## src/rtl/gemm_tile_scheduler.sv

```systemverilog
// GEMM tile sequencer: splits an M x K by K x N job into ARRAY_ROW x ARRAY_COL output
// tiles and runs one start/done handshake per tile with the tile compute controller.
module gemm_tile_scheduler #(
    parameter int ARRAY_ROW = 8,
    parameter int ARRAY_COL = 8,
    parameter int DIM_W     = 16,
    parameter int ADDR_W    = 32
) (
    input  logic                 clk,
    input  logic                 rst,
    input  logic                 ap_start,
    input  logic [DIM_W-1:0]     cfg_m_dim,
    input  logic [DIM_W-1:0]     cfg_n_dim,
    input  logic [DIM_W-1:0]     cfg_k_dim,
    output logic                 ap_idle,
    output logic                 ap_done,
    output logic                 cfg_err,
    output logic                 tile_start,
    input  logic                 tile_done,
    output logic [DIM_W-1:0]     tile_m_idx,
    output logic [DIM_W-1:0]     tile_n_idx,
    output logic [DIM_W-1:0]     tile_rows_valid,
    output logic [DIM_W-1:0]     tile_cols_valid,
    output logic [DIM_W-1:0]     tile_k_dim,
    output logic [ADDR_W-1:0]    tile_w_base,
    output logic [ADDR_W-1:0]    tile_x_base,
    output logic [ADDR_W-1:0]    tile_y_base,
    output logic [2*DIM_W-1:0]   tiles_completed
);

    localparam logic [2:0] S_IDLE  = 3'd0;
    localparam logic [2:0] S_CHECK = 3'd1;
    localparam logic [2:0] S_ISSUE = 3'd2;
    localparam logic [2:0] S_WAIT  = 3'd3;
    localparam logic [2:0] S_NEXT  = 3'd4;
    localparam logic [2:0] S_DONE  = 3'd5;

    localparam logic [DIM_W-1:0]  ROW_D = DIM_W'(ARRAY_ROW);
    localparam logic [DIM_W-1:0]  COL_D = DIM_W'(ARRAY_COL);
    localparam logic [ADDR_W-1:0] ROW_A = ADDR_W'(ARRAY_ROW);
    localparam logic [ADDR_W-1:0] COL_A = ADDR_W'(ARRAY_COL);

    logic [2:0]          state;
    logic [DIM_W-1:0]    m_lat;
    logic [DIM_W-1:0]    n_lat;
    logic [DIM_W-1:0]    k_lat;
    logic [DIM_W-1:0]    m_idx;
    logic [DIM_W-1:0]    n_idx;
    logic [DIM_W-1:0]    rows_rem;
    logic [DIM_W-1:0]    cols_rem;
    logic [ADDR_W-1:0]   x_base;
    logic [ADDR_W-1:0]   w_base;
    logic [ADDR_W-1:0]   y_base;
    logic [ADDR_W-1:0]   y_row_base;
    logic [2*DIM_W-1:0]  tile_cnt;
    logic                err;
    logic                armed;

    logic                last_m;
    logic                last_n;
    logic [ADDR_W-1:0]   x_step;
    logic [ADDR_W-1:0]   w_step;
    logic [ADDR_W-1:0]   y_step;

    // Step sizes are constant-coefficient products of latched dimensions.
    assign x_step = ADDR_W'(k_lat) * ROW_A;
    assign w_step = ADDR_W'(k_lat) * COL_A;
    assign y_step = ADDR_W'(n_lat) * ROW_A;

    assign last_m = (rows_rem <= ROW_D);
    assign last_n = (cols_rem <= COL_D);

    always_ff @(posedge clk or posedge rst) begin
        if (rst) begin
            state      <= S_IDLE;
            m_lat      <= '0;
            n_lat      <= '0;
            k_lat      <= '0;
            m_idx      <= '0;
            n_idx      <= '0;
            rows_rem   <= '0;
            cols_rem   <= '0;
            x_base     <= '0;
            w_base     <= '0;
            y_base     <= '0;
            y_row_base <= '0;
            tile_cnt   <= '0;
            err        <= 1'b0;
            armed      <= 1'b0;
        end else begin
            // After reset a job only starts once ap_start has been seen low.
            if (!ap_start) begin
                armed <= 1'b1;
            end
            case (state)
                S_IDLE: begin
                    if (ap_start && armed) begin
                        m_lat      <= cfg_m_dim;
                        n_lat      <= cfg_n_dim;
                        k_lat      <= cfg_k_dim;
                        rows_rem   <= cfg_m_dim;
                        cols_rem   <= cfg_n_dim;
                        m_idx      <= '0;
                        n_idx      <= '0;
                        x_base     <= '0;
                        w_base     <= '0;
                        y_base     <= '0;
                        y_row_base <= '0;
                        tile_cnt   <= '0;
                        state      <= S_CHECK;
                    end
                end
                S_CHECK: begin
                    if (m_lat == '0 || n_lat == '0 || k_lat == '0) begin
                        err   <= 1'b1;
                        state <= S_DONE;
                    end else begin
                        state <= S_ISSUE;
                    end
                end
                S_ISSUE: begin
                    state <= S_WAIT;
                end
                S_WAIT: begin
                    if (tile_done) begin
                        tile_cnt <= tile_cnt + 1'b1;
                        state    <= S_NEXT;
                    end
                end
                S_NEXT: begin
                    if (!last_m) begin
                        m_idx    <= m_idx + 1'b1;
                        rows_rem <= rows_rem - ROW_D;
                        x_base   <= x_base + x_step;
                        y_base   <= y_base + y_step;
                        state    <= S_ISSUE;
                    end else if (!last_n) begin
                        m_idx      <= '0;
                        n_idx      <= n_idx + 1'b1;
                        rows_rem   <= m_lat;
                        cols_rem   <= cols_rem - COL_D;
                        x_base     <= '0;
                        w_base     <= w_base + w_step;
                        y_row_base <= y_row_base + COL_A;
                        y_base     <= y_row_base + COL_A;
                        state      <= S_ISSUE;
                    end else begin
                        state <= S_DONE;
                    end
                end
                S_DONE: begin
                    if (!ap_start) begin
                        err   <= 1'b0;
                        state <= S_IDLE;
                    end
                end
                default: begin
                    state <= S_IDLE;
                end
            endcase
        end
    end

    assign ap_idle         = (state == S_IDLE);
    assign ap_done         = (state == S_DONE);
    assign tile_start      = (state == S_ISSUE);
    assign cfg_err         = err;
    assign tile_m_idx      = m_idx;
    assign tile_n_idx      = n_idx;
    assign tile_rows_valid = last_m ? rows_rem : ROW_D;
    assign tile_cols_valid = last_n ? cols_rem : COL_D;
    assign tile_k_dim      = k_lat;
    assign tile_w_base     = w_base;
    assign tile_x_base     = x_base;
    assign tile_y_base     = y_base;
    assign tiles_completed = tile_cnt;

endmodule

```

## config.mk

```make
export PLATFORM = sky130hd
export DESIGN_NAME = gemm_tile_scheduler
export DESIGN_NICKNAME = d
export VERILOG_FILES = /design/src/rtl/gemm_tile_scheduler.sv
export SDC_FILE = /design/constraint.sdc
export NUM_CORES = 1
export LEC_CHECK = 0
export ABC_AREA = 1
export BUFFER_PORTS_ARGS = -buffer_cell sky130_fd_sc_hd__buf_2
export CORE_UTILIZATION = 61
export CTS_BUF_LIST = sky130_fd_sc_hd__clkbuf_2
export DETAILED_ROUTE_END_ITERATION = 6
export PLACE_DENSITY = 0.84
export SYNTH_ARGS = -nofsm -noshare
export SYNTH_HDL_FRONTEND = slang
export SYNTH_SLANG_ARGS = --single-unit
export TNS_END_PERCENT = 5
```

## constraint.sdc

```tcl
create_clock -name clk -period 24.6 [get_ports clk]
set_input_delay 4.92 -clock clk [delete_from_list [all_inputs] [get_ports clk]]
set_output_delay 4.92 -clock clk [all_outputs]
set_load 0.02 [all_outputs]
```

## Word-level counts from Yosys, hierarchy flattened

Cells that the tools add are included.

| word-level totals | value |
|---|---|
| flip-flop bits (word level) | 277 |
| bits in latches | 0 |
| memory bits (writable) | 0 |
| ROM bits | 0 |
| input port bits | 52 |
| output and inout port bits | 212 |
| word-level logic and storage cells | 95 |
| memories | 0 |

| cells by class | value |
|---|---|
| add/sub/neg operators | 9 |
| multipliers | 0 |
| div/mod/pow operators | 0 |
| magnitude comparators | 2 |
| eq/ne operators | 12 |
| shifts and indexed selects | 0 |
| mux-type cells | 41 |
| bitwise operators | 0 |
| reductions and logical operators | 16 |

Operators with widths:

| cell | number |
|---|---|
| 32-bit case mux with 2 select lines | 5 |
| 32-bit two-way mux | 9 |
| 16-bit two-way mux | 13 |
| 16-bit case mux with 2 select lines | 4 |
| 32-bit by 19-bit adder with 32-bit output | 3 |
| 16-bit logical NOT | 3 |
| 16-bit by 1-bit adder with 16-bit output (second input constant) | 2 |
| 32-bit by 1-bit adder with 32-bit output (second input constant) | 1 |
| 32-bit by 4-bit adder with 32-bit output (second input constant) | 1 |
| 16-bit by 4-bit <= comparator with 1-bit output (second input constant) | 2 |
| 16-bit by 4-bit subtractor with 16-bit output (second input constant) | 2 |
| 3-bit two-way mux | 6 |
| 3-bit case mux with 6 select lines | 1 |
| 3-bit AND reduction | 4 |
| 2-bit inequality test (second input constant) | 5 |
| 3-bit by 2-bit equality test with 1-bit output (second input constant) | 2 |
| 3-bit equality test (second input constant) | 2 |
| 2-bit nonzero test | 3 |
| 4-bit AND reduction | 1 |
| 3-bit by 1-bit equality test with 1-bit output (second input constant) | 1 |
| 3-bit logical NOT | 1 |
| 3-bit inequality test (second input constant) | 1 |
| 1-bit logical OR | 2 |
| 1-bit two-way mux | 2 |
| 4 further kinds | 4 |

## Longest topological paths before layout

| logic depth | value |
|---|---|
| depth after elaboration | 5 |
| depth in mapped cells | 15 |
| mapped depth without buffers | 15 |

## Worst setup path before layout

OpenSTA, ideal clock, no wires.

| path | value |
|---|---|
| kind | flip-flop to output port |
| start | reg rows_rem[10] |
| end | out tile_rows_valid[1] |
| arrival time | 1.691 ns |
| required time | 19.680 ns |
| slack | 17.989 ns |
| stages on the path, launching flop included | 9 |
| buffers on the path | 3 |
| cell sequence | dfrtp_1 > nor2_4 > nand2_1 > nor2_4 > o21ai_4 > buf_4 > buf_2 > buf_2 > nor2_1 |

| between the ends | value |
|---|---|
| longest elaborated chain between the ends | 2 |

Ends and longest elaborated chain:

| element | line | text |
|---|---|---|
| start, declared | 49 | `logic [DIM_W-1:0] rows_rem;` |
| start signal, assigned | 101 | `rows_rem <= cfg_m_dim;` |
| start signal, assigned | 133 | `rows_rem <= rows_rem - ROW_D;` |
| start signal, assigned | 140 | `rows_rem <= m_lat;` |
| 16-bit by 4-bit <= comparator with 1-bit output | 70 | `assign last_m = (rows_rem <= ROW_D);` |
| 16-bit two-way mux | 170 | `assign tile_rows_valid = last_m ? rows_rem : ROW_D;` |
| end, declared | 22 | `output logic [DIM_W-1:0] tile_rows_valid,` |

No other way between the ends.

## Worst setup path after layout

| path | value |
|---|---|
| start | reg rows_rem[6] |
| end | out tile_rows_valid[0] |

The elaborated chain is that of the path after synthesis.

==> results.py <==
metrics = {
    "layout": {
        "seq_area_sq_um": 6660,
        "design.final.nets": 3267,
        "multiInputGateArea_sq_um": 10200,
        "layout.filler_cells": 2735,
        "post_route_cells_drive_above_1_share": 0.127,
        "mostFrequentLayoutCell": "sky130_fd_sc_hd__nand2_1",
        "final-instance-count-excl-fill": 3610,
        "area_delta_synth_final_pct": 10.7,
        "layout.cells.most_common_list": "1094 x sky130_fd_sc_hd__nand2_1, 381 x sky130_fd_sc_hd__inv_1, 280 x sky130_fd_sc_hd__nor2_1, 266 x sky130_fd_sc_hd__dfrtp_1, 233 x sky130_fd_sc_hd__buf_2",
    },
    "floorplanning": {
        "die_area_sq_um": 31500,
        "die_h_um": 178,
        "rows": 63,
        "initial_utilization": 0.627,
        "core_region_area_sq_um": 30000,
        "ioPinCount": 264,
        "die_width_um": 178,
    },
    "global_routing": {
        "grt_start_max_net_pins": 130,
        "grt_pass1_vias": 18368,
        "grt_antenna_before_repair": 6,
        "grt_overflow": 0,
        "first_pass_grt_wire_length_mm": 93.8,
        "grt.total_usage": 0.379,
    },
    "synth": {
        "post_synth_inst_count": 2907,
        "synth_largest_area_cell": "sky130_fd_sc_hd__dfrtp_1",
        "synth_seq_area_share": 0.354,
        "mappedNetlistArea_sq_um": 18800,
        "ys_async_sr_fraction": 1.00,
        "yosys.area.top_type_share": 0.354,
        "yosys_register_bits": 266,
        "synth.yosys.warnings": 0,
        "synth.distinct_cells": 41,
        "yosys_most_used_dff": "sky130_fd_sc_hd__dfrtp_1",
        "synth-edff-count": 0,
        "post_synth_main_area_contributors": "sky130_fd_sc_hd__dfrtp_1 35%, sky130_fd_sc_hd__nand2_1 22%, sky130_fd_sc_hd__inv_1 7.7%",
        "syn_avg_cell_area_sq_um": 6.46,
    },
    "setup_path": {
        "critical_path_required_ns": 19.68,
        "cpLargestDelayFamily": "simple AND/OR/NAND/NOR gates",
        "cp_cell_sequence": "nor2_2 -> inv_1 -> nor2_4 -> nand2_2 -> nand2_4 -> nand2_1 -> inv_1 -> buf_2",
        "worstPathMaxFanout": 33,
        "setup.worst_path.end_class": "primary output",
        "cp_data_arrival_time_ns": 2.80,
        "critPathSlowestCell": "sky130_fd_sc_hd__dfrtp_1",
        "critical_path_depth": 8,
        "worst-path-buf-inv": 3,
        "criticalPathCategory": "reg -> out",
        "start_kind": "flip-flop",
        "critPathMaxStageDelay_ns": 0.45,
        "critical-path-top-cell-by-count": "sky130_fd_sc_hd__inv_1",
        "worst_r2r_path_depth": 9,
    },
    "clock_tree": {
        "clk_path_buf_depth": 3,
        "clkLatencyLatePin_ns": 0.99,
        "tritoncts": "done",
        "cts.reportedPaths.clkPinSlew_ns": 0.11,
        "post_cts.resized_instances": 0,
        "numClockSinks": 266,
        "number_of_hold_buffers_added_after_cts": 0,
        "cts_htree_levels": 3,
        "cts-buffers-inserted": 78,
        "ctsRootBufferMaster": "sky130_fd_sc_hd__clkbuf_2",
        "post_cts.repair.setup_buffers": 0,
    },
    "timing": {
        "fin_setup_tns_ns": 0,
        "layout_worst_path_cycle_share": 0.314,
        "finalHoldViolations": 0,
        "finalSetupViolCount": 0,
        "fin_clk_skew_ns": 0.0798,
        "worst-slew-pin-transition_ns": 1.25,
        "max_freq_mhz": 130,
        "max-slew-margin-rel": 0.166,
        "grt_setup_unrepaired": "no",
        "drv_slew": 0,
        "period_needed_ns": 7.72,
    },
    "outcome": {
        "run_status": "finished, violations left",
        "failed_checks": "DRC",
    },
    "routing": {
        "vias_per_cell": 5.58,
        "route.detailed.wl_per_inst_um": 16.6,
        "drc": 2,
        "drt_wl_total_mm": 59.8,
        "drt_iter0_drc": 1835,
        "num_vias": 20161,
        "first_pass_iters": 7,
        "ant_nets": 0,
    },
    "place": {
        "place_inst": 3468,
        "gp_congestion": 0.986,
        "numPortBuffers": 233,
        "place_hpwl_mm": 44.0,
    },
    "pwr": {
        "power.density_cell_area_nw_per_um2": 84.9,
        "worst_ir_drop_vdd_v": 0.0000877,
        "leakage_nw": 11.5,
    },
    "worst_hold_path": {
        "hp-class": "reg -> reg",
        "hold_depth": 2,
    },
    "run": {
        "maxCapViolCount": 0,
    },
}
==> state kept, by name, summed over array words and instances (netlist names) <==
signal,flops
cols_rem,16
armed,1
state,3
tile_n_idx,16
tile_w_base,29
rows_rem,16
tile_x_base,29
tile_m_idx,16
tile_y_base,30
cfg_err,1
tiles_completed,32
m_lat,16
y_row_base,29
tile_k_dim,16
n_lat,16
==> through the flow <==
stage           util  power (mW)  worst slack, ns  hold slack (ns)  instance area, sq um
4_1_cts        0.694        1.75            16.84            0.472                 20800
3_3_place_gp   0.669        1.37            17.38            0.454                 20000
6_report       0.694        1.76            16.88            0.467                 20800
3_5_place_dp   0.669        1.39            17.34            0.452                 20000
5_1_grt        0.694        1.88            16.70            0.481                 20800
2_1_floorplan      -        1.16            12.35            0.432                 18900
==> cells in the mapped netlist, types with 3 or more instances <==
cell / count
sky130_fd_sc_hd__buf_2: 20
sky130_fd_sc_hd__nand2_2: 5
sky130_fd_sc_hd__dfrtp_1: 266
sky130_fd_sc_hd__o22ai_1: 16
sky130_fd_sc_hd__ha_1: 54
sky130_fd_sc_hd__clkbuf_1: 23
sky130_fd_sc_hd__nor2_1: 280
sky130_fd_sc_hd__o21ai_0: 165
sky130_fd_sc_hd__nand2_1: 1095
sky130_fd_sc_hd__or2_2: 4
sky130_fd_sc_hd__nor2_2: 6
sky130_fd_sc_hd__inv_1: 383
sky130_fd_sc_hd__fa_1: 3
sky130_fd_sc_hd__o31ai_1: 8
sky130_fd_sc_hd__inv_2: 7
sky130_fd_sc_hd__nand4_1: 79
sky130_fd_sc_hd__nor3_1: 51
sky130_fd_sc_hd__buf_6: 4
sky130_fd_sc_hd__nand3_1: 172
sky130_fd_sc_hd__o21ai_1: 27
sky130_fd_sc_hd__buf_1: 8
sky130_fd_sc_hd__buf_4: 46
sky130_fd_sc_hd__nor2_4: 7
sky130_fd_sc_hd__o211ai_1: 10
sky130_fd_sc_hd__xor2_1: 43
sky130_fd_sc_hd__nand3b_1: 9
sky130_fd_sc_hd__a21oi_1: 76
sky130_fd_sc_hd__xnor2_1: 20
==> worst min-delay path, delay by kind of cell, from the launching register on <==
family / cells / cell delay [ns]
flip-flops: 1 / 0.33
AND/OR/NAND/NOR: 2 / 0.11
==> final cells by class <==
cell class                 count  area share
tap                          390      0.0235
inverter                     390      0.0707
antenna                        4    0.000481
timing repair buffer         243      0.0597
clock buffer                 119      0.0286
multi-input combinational   2179       0.490
sequential                   266       0.320
clock inverter                19     0.00716
==> where the power goes <==
| group | switching (mW) | internal [mW] |
|---|---|---|
| sequential | 0.124 | 0.531 |
| clock | 0.212 | 0.151 |
| combinational | 0.521 | 0.225 |
| total | 0.858 | 0.907 |
==> per-layer routing <==
metal  up-vias  track usage  part of all wire
li1       9685            -                 -
met1      9302        0.525              0.43
met2      1020        0.572              0.43
met3       150       0.0782              0.10
met4         4        0.168             0.040
met5         -            0           0.00042
==> cell families (layout without fill, tap and decap cells) <==
| family | count (synthesis) | count (layout) | synth area share |
|---|---|---|---|
| flops | 266 | 266 | 0.354 |
| compound gates | 312 | 312 | 0.0884 |
| simple gates | 1717 | 1717 | 0.378 |
| other cells | 1 | 34 | 0.000200 |
| buf+inv | 491 | 771 | 0.110 |
| fa+ha+maj | 57 | 57 | 0.0392 |
| xor+xnor | 63 | 63 | 0.0294 |
==> path summary, 6_finish.rpt <==
kind                                         startpoint                          end  slack [ns]
worst max-delay path            rows_rem[6]$_DFFE_PP0P_           tile_rows_valid[0]       16.88
worst min register to register        armed$_DFFE_PP0N_            armed$_DFFE_PP0N_        0.47
max in group asynchronous                           rst    tile_m_idx[8]$_DFFE_PP0P_       18.88
worst max register to register     state[2]$_DFFE_PP0P_  tile_y_base[21]$_DFFE_PP0P_       20.87
min in group asynchronous                           rst   tile_n_idx[12]$_DFFE_PP0P_        4.08
worst min-delay path                  armed$_DFFE_PP0N_            armed$_DFFE_PP0N_        0.47
(Power assumes the default switching activity.)
